[src/rtl/sseg_scan_driver_pkg.sv]
// Shared constants and types for the multiplexed seven-segment scan driver.
//   SsegBlank   : all segments off (patterns are active-low, bit7 = DP)
//   AnodeOff    : all six digit enables off (active-low)
//   NumDigits   : digits on the shared segment bus
//   PwmW        : brightness / PWM counter width
//   scan_state_e: per-slot phase, dark gap first, then drive
package sseg_scan_driver_pkg;

  localparam logic [7:0]  SsegBlank = 8'hFF;
  localparam logic [5:0]  AnodeOff  = 6'h3F;
  localparam int unsigned NumDigits = 6;
  localparam int unsigned PwmW      = 4;

  typedef enum logic {
    ScanBlank = 1'b0,
    ScanDrive = 1'b1
  } scan_state_e;

  // Active-low one-cold digit enable for digit idx.
  function automatic logic [5:0] anode_sel(input logic [2:0] idx);
    logic [5:0] one;
    one = 6'd1;
    return ~(one << idx);
  endfunction

endpackage

[src/rtl/sseg_scan_driver_timebase.sv]
// Slot / digit timebase for the scan driver.
//   clk_i          : system clock
//   rst_i          : asynchronous active-high reset
//   slot_cnt_o     : current cycle within the digit slot, 0..DigitCycles-1
//   digit_idx_d_o  : digit index that will be current after the next edge
//   slot_end_o     : last cycle of a slot
//   frame_end_o    : last cycle of the slot of digit 5 (digit index wraps next edge)
module sseg_scan_driver_timebase
  import sseg_scan_driver_pkg::*;
#(
  parameter int unsigned DigitCycles = 50000
) (
  input  logic                             clk_i,
  input  logic                             rst_i,
  output logic [$clog2(DigitCycles)-1:0]   slot_cnt_o,
  output logic [2:0]                       digit_idx_d_o,
  output logic                             slot_end_o,
  output logic                             frame_end_o
);

  localparam int unsigned SlotW = $clog2(DigitCycles);
  localparam logic [SlotW-1:0] SlotLast  = SlotW'(DigitCycles - 1);
  localparam logic [2:0]       DigitLast = 3'(NumDigits - 1);

  logic [SlotW-1:0] slot_q, slot_d;
  logic [2:0]       digit_q, digit_d;
  logic             slot_end, frame_end;

  always_comb begin
    slot_end  = (slot_q == SlotLast);
    frame_end = slot_end && (digit_q == DigitLast);
    slot_d    = slot_end ? '0 : slot_q + 1'b1;
    digit_d   = digit_q;
    if (slot_end) begin
      digit_d = (digit_q == DigitLast) ? 3'd0 : digit_q + 3'd1;
    end
  end

  always_ff @(posedge clk_i or posedge rst_i) begin
    if (rst_i) begin
      slot_q  <= '0;
      digit_q <= 3'd0;
    end else begin
      slot_q  <= slot_d;
      digit_q <= digit_d;
    end
  end

  assign slot_cnt_o    = slot_q;
  assign digit_idx_d_o = digit_d;
  assign slot_end_o    = slot_end;
  assign frame_end_o   = frame_end;

endmodule

[src/rtl/sseg_scan_driver.sv]
// Six-digit seven-segment scan driver with anti-ghost blanking, per-frame snapshots and
// 16-level PWM brightness.
//   clk          : system clock
//   reset        : asynchronous active-high reset
//   sseg5..sseg0 : segment patterns, active-low, bit7 = DP; sseg0 = rightmost digit
//   brightness   : 0 = 1/16 duty .. 15 = full duty (taken once per frame)
//   enable       : 0 keeps every digit dark; timing keeps running
//   seg_out      : shared segment bus, active-low
//   an_out       : digit enables, active-low, at most one low
//   frame_tick   : one-cycle pulse after each new frame snapshot
module sseg_scan_driver
  import sseg_scan_driver_pkg::*;
#(
  parameter int unsigned DIGIT_CYCLES = 50000,
  parameter int unsigned BLANK_CYCLES = 500
) (
  input  logic            clk,
  input  logic            reset,
  input  logic [7:0]      sseg5,
  input  logic [7:0]      sseg4,
  input  logic [7:0]      sseg3,
  input  logic [7:0]      sseg2,
  input  logic [7:0]      sseg1,
  input  logic [7:0]      sseg0,
  input  logic [PwmW-1:0] brightness,
  input  logic            enable,
  output logic [7:0]      seg_out,
  output logic [5:0]      an_out,
  output logic            frame_tick
);

  localparam int unsigned SlotW = $clog2(DIGIT_CYCLES);
  localparam logic [SlotW-1:0] BlankLast = SlotW'(BLANK_CYCLES - 1);

  logic [SlotW-1:0] slot_cnt;
  logic [2:0]       digit_idx_d;
  logic             slot_end, frame_end;

  sseg_scan_driver_timebase #(
    .DigitCycles (DIGIT_CYCLES)
  ) u_timebase (
    .clk_i         (clk),
    .rst_i         (reset),
    .slot_cnt_o    (slot_cnt),
    .digit_idx_d_o (digit_idx_d),
    .slot_end_o    (slot_end),
    .frame_end_o   (frame_end)
  );

  scan_state_e     state_q, state_d;
  logic [7:0]      sseg_in [NumDigits];
  logic [7:0]      snap_q  [NumDigits];
  logic [7:0]      snap_d  [NumDigits];
  logic [PwmW-1:0] bright_q, bright_d;
  logic [PwmW-1:0] pwm_q, pwm_d;
  logic            lit;
  logic [7:0]      seg_d;
  logic [5:0]      an_d;

  always_comb begin
    sseg_in[0] = sseg0;
    sseg_in[1] = sseg1;
    sseg_in[2] = sseg2;
    sseg_in[3] = sseg3;
    sseg_in[4] = sseg4;
    sseg_in[5] = sseg5;
  end

  // Outputs are computed from next-state values so the pins change on the very edge that
  // updates the FSM and counters.
  always_comb begin
    state_d = state_q;
    unique case (state_q)
      ScanBlank: if (slot_cnt == BlankLast) state_d = ScanDrive;
      ScanDrive: if (slot_end)              state_d = ScanBlank;
    endcase

    snap_d   = snap_q;
    bright_d = bright_q;
    if (frame_end) begin
      snap_d   = sseg_in;
      bright_d = brightness;
    end

    pwm_d = pwm_q + 1'b1;
    lit   = enable && (state_d == ScanDrive) && (pwm_d <= bright_d);

    an_d  = AnodeOff;
    seg_d = SsegBlank;
    if (lit) begin
      an_d  = anode_sel(digit_idx_d);
      seg_d = snap_d[digit_idx_d];
    end
  end

  always_ff @(posedge clk or posedge reset) begin
    if (reset) begin
      state_q    <= ScanBlank;
      snap_q     <= '{default: SsegBlank};
      bright_q   <= '0;
      pwm_q      <= '0;
      seg_out    <= SsegBlank;
      an_out     <= AnodeOff;
      frame_tick <= 1'b0;
    end else begin
      state_q    <= state_d;
      snap_q     <= snap_d;
      bright_q   <= bright_d;
      pwm_q      <= pwm_d;
      seg_out    <= seg_d;
      an_out     <= an_d;
      frame_tick <= frame_end;
    end
  end

endmodule

[config.mk]
export PLATFORM = sky130hd
export DESIGN_NAME = sseg_scan_driver
export DESIGN_NICKNAME = d
export VERILOG_FILES = /design/src/rtl/sseg_scan_driver_pkg.sv /design/src/rtl/sseg_scan_driver_timebase.sv /design/src/rtl/sseg_scan_driver.sv
export SDC_FILE = /design/constraint.sdc
export NUM_CORES = 1
export LEC_CHECK = 0
export ABC_CLOCK_PERIOD_IN_PS = 8600
export CORE_MARGIN = 10
export CORE_UTILIZATION = 58
export DETAILED_ROUTE_END_ITERATION = 16
export GPL_ROUTABILITY_DRIVEN = 0
export GPL_TIMING_DRIVEN = 0
export HOLD_SLACK_MARGIN = 0.15
export PLACE_DENSITY = 0.85
export SYNTH_ARGS = -nofsm -noshare
export SYNTH_HDL_FRONTEND = slang
export SYNTH_SLANG_ARGS = --single-unit
[constraint.sdc]
create_clock -name clk -period 8.6 [get_ports clk]
set_input_delay 0.86 -clock clk [delete_from_list [all_inputs] [get_ports clk]]
set_output_delay 0.86 -clock clk [all_outputs]
set_load 0.005 [all_outputs]
==> impl_metrics.py <==
metrics = {
    "route": {
        "remaining_drc_errors": 0,
        "postRouteAntennaNets": 0,
        "wirelength_mm": 10.58,
        "drt-initial-drc-count": 223,
        "wl_per_cell_um": 16.30,
        "num_vias": 3607,
        "vias_per_cell": 5.558,
        "dr.pass1.iters": 5,
    },
    "timing": {
        "finalMaxSlewViolations": 0,
        "finalCritPeriodShare_pct": 49.60,
        "max_freq_mhz": 234.5,
        "worst_pin_slew_ns": 0.7919,
        "clock_skew_ns": 0.02297,
        "tns_ns": 0,
        "hold_violations": 0,
        "setup_viol": 0,
        "rsz0062_at_grt": "no",
        "max_slew_margin_pct": 47.05,
        "min_period_ns": 4.265,
    },
    "clock_network": {
        "cts_resized": 0,
        "clkTransAtPathRegs_ns": 0.09,
        "clock-sinks": 91,
        "clock_latency_ns": 0.36,
        "cts-root-buf": "clkbuf_8",
        "numCtsBuffers": 9,
        "hold_buffers": 0,
        "cts_tree": "yes",
        "clockBufferDepth": 2,
        "cts_setup_buffers": 0,
        "htreeDepth": 3,
    },
    "floorplan": {
        "die_x_um": 107.4,
        "rows": 31,
        "start_util_pct": 60.45,
        "die_y_um": 107.4,
        "core_um2": 7331,
        "io_pins": 70,
        "die-area_um2": 11540,
    },
    "run_status": {
        "outcome": "completed",
    },
    "synthesis": {
        "ys_ff_latch": 91,
        "seq_area_frac_synth_pct": 53.13,
        "synth.distinct_cells": 49,
        "synth_cells": 464,
        "synth_warnings": 0,
        "synth_edf_count": 0,
        "synthArstFlopShare_pct": 100.0,
        "synth_ff_type": "dfstp_2",
        "avgSynthCellArea_um2": 9.551,
        "netlist_area_um2": 4432,
        "synth_nets": 525,
    },
    "grt": {
        "grt_pass1_wl_mm": 17.71,
        "grt_pass1_vias": 3578,
        "gr-usage-all-layers_pct": 18.98,
        "grt_max_degree": 56,
        "antenna_found_initial": 0,
        "gr-total-overflow": 0,
    },
    "worst_setup_path": {
        "path_class": "reg -> reg",
        "r2r_start": "u_timebase.slot_cnt_o[12]$_DFF_PP0_",
        "required_ns": 8.89,
        "r2r_slack_ns": 4.33,
        "endpoint_kind": "flop",
        "worstSetupStartpointType": "flop",
        "critPathArrivalTime_ns": 4.56,
        "cp_max_fo": 10,
        "critPathLaunch": "u_timebase.slot_cnt_o[12]$_DFF_PP0_",
        "r2r_end": "seg_out[2]$_DFF_PP1_",
        "r2r.worst_path.cells": 13,
    },
    "pwr": {
        "power.density_nw_per_um2": 138.7,
        "power_leakage_nw": 2.400,
        "peakVddDrop_v": 0.00007906,
        "fin_total_pwr_mw": 0.7589,
    },
    "hold_path": {
        "min-delay-start": "snap_q[39]$_DFF_PP1_",
        "hold_depth": 2,
        "hold_end": "snap_q[39]$_DFF_PP1_",
        "hp-class": "reg -> reg",
    },
    "placement": {
        "numPortBuffers": 69,
        "detailed_place_hpwl_mm": 7.716,
    },
    "final_layout": {
        "drive_gt1_share_pct": 17.82,
        "final_nets": 606,
        "fillers": 502,
        "multi_input_area_um2": 1931,
        "area_delta_synth_final_pct": 23.43,
        "regArea_um2": 2355,
        "antenna_cells": 0,
    },
    "flow_run": {
        "maxCapViolCount": 0,
    },
}
## cells in the final DEF, fill, tap and decap left out, drive strengths merged, types with 7 or more instances in the layout
master         instances
a21oi                 29
a311o                  7
and3b                  7
buf                    9
clkbuf                27
clkdlybuf4s50         69
dfrtp                 29
dfstp                 62
inv                   12
mux2i                 12
nand2                152
nand2b                 9
nand3                 15
nand3b                 7
nor2                  24
o21ai                 10
o32a                   7
xnor2                  8
xor2                   9
## worst max-delay path: stages (launching register included)
cell and delay [ns]:
dfrtp_1 0.43, or4_4 0.60, nor4_4 0.46, nand3_2 0.21, clkbuf_1 0.29, mux2i_1 0.28
ha_1 0.28, nor2b_1 0.13, o21bai_1 0.11, o2bb2ai_1 0.27, and4_1 0.28, clkbuf_1 0.39
nand3_1 0.24, o32a_1 0.22
## power by group
| group | switching (mW) | internal, mW |
|---|---|---|
| Sequential | 0.000298 | 0.430 |
| Combinational | 0.0138 | 0.0243 |
| Clock | 0.147 | 0.143 |
| Total | 0.161 | 0.597 |
## logic make-up after synthesis
| kind of cell | count (synthesis) | synth area share (%) |
|---|---|---|
| AND/OR/NAND/NOR | 238 | 25.32 |
| XOR/XNOR | 17 | 3.360 |
| multiplexers | 15 | 3.557 |
| adder cells (fa/ha/maj) | 6 | 1.694 |
| flip-flops | 91 | 53.13 |
| AO/OA/AOI/OAI | 63 | 9.628 |
| buffers and inverters | 34 | 3.303 |
## sequential cells by signal, indices dropped and copies added, names as in the netlist
signal,count
an_out,6
bright_q,4
frame_tick,1
pwm_q,4
seg_out,8
snap_q,48
state_q,1
u_timebase.digit_q,3
u_timebase.slot_cnt_o,16
## stage by stage
step	hold WS [ns]	util [%]	cell area [um^2]	setup WS (ns)	instances
6_report	0.4551	74.62	5470	4.335	649
5_1_grt	0.4812	74.62	5470	4.052	649
2_1_floorplan	0.4319	-	4432	5.103	464
4_1_cts	0.4540	74.62	5470	4.360	649
3_3_place_gp	0.4398	71.57	5246	4.200	632
3_5_place_dp	0.4421	71.97	5276	4.396	633
## Yosys cell counts, types with 5 or more instances
library cell / number / area (um^2)
o32a_1: 7 / 70.07
dfrtp_1: 29 / 725.7
xnor2_1: 8 / 70.07
dfstp_2: 62 / 1629
o21ai_0: 10 / 50.05
nand3b_1: 7 / 52.55
inv_1: 10 / 37.54
nor2_1: 24 / 90.09
a21oi_1: 29 / 145.1
clkbuf_1: 15 / 56.30
a311o_1: 7 / 70.07
and3b_1: 7 / 61.31
nand2b_1: 9 / 56.30
nand3_1: 14 / 70.07
nand2_1: 152 / 570.6
mux2i_1: 12 / 120.1
buf_2: 6 / 30.03
ha_1: 6 / 75.07
nand4_1: 5 / 31.28
xor2_1: 9 / 78.83
## area by class of cell
class,instances,area share [%]
plain buffers,23,1.921
clock buffers,12,2.653
clock inverters,4,0.8920
inverters,11,0.8005
multi-input cells,339,35.29
flip-flops and latches,91,43.05
well taps,99,2.264
repair buffers,70,13.13
## worst max-delay path by stage
stage	endpoint	slack (ns)	depth (start not counted)
2_1_floorplan	seg_out[1]$_DFF_PP1_	5.10	13
3_3_place_gp	pwm_q[2]$_DFF_PP0_	4.20	2
3_5_place_dp	seg_out[2]$_DFF_PP1_	4.40	13
4_1_cts	seg_out[2]$_DFF_PP1_	4.36	13
5_1_grt	seg_out[2]$_DFF_PP1_	4.05	13
6_report	seg_out[2]$_DFF_PP1_	4.33	13
## routing by layer
layer	vias up	track usage, %	wire, um
met5	-	0	0
met4	0	7.252	232
met3	24	4.012	626
met2	135	31.46	5200
met1	1721	23.76	4517
li1	1727	-	-
(Power assumes the default switching activity.)
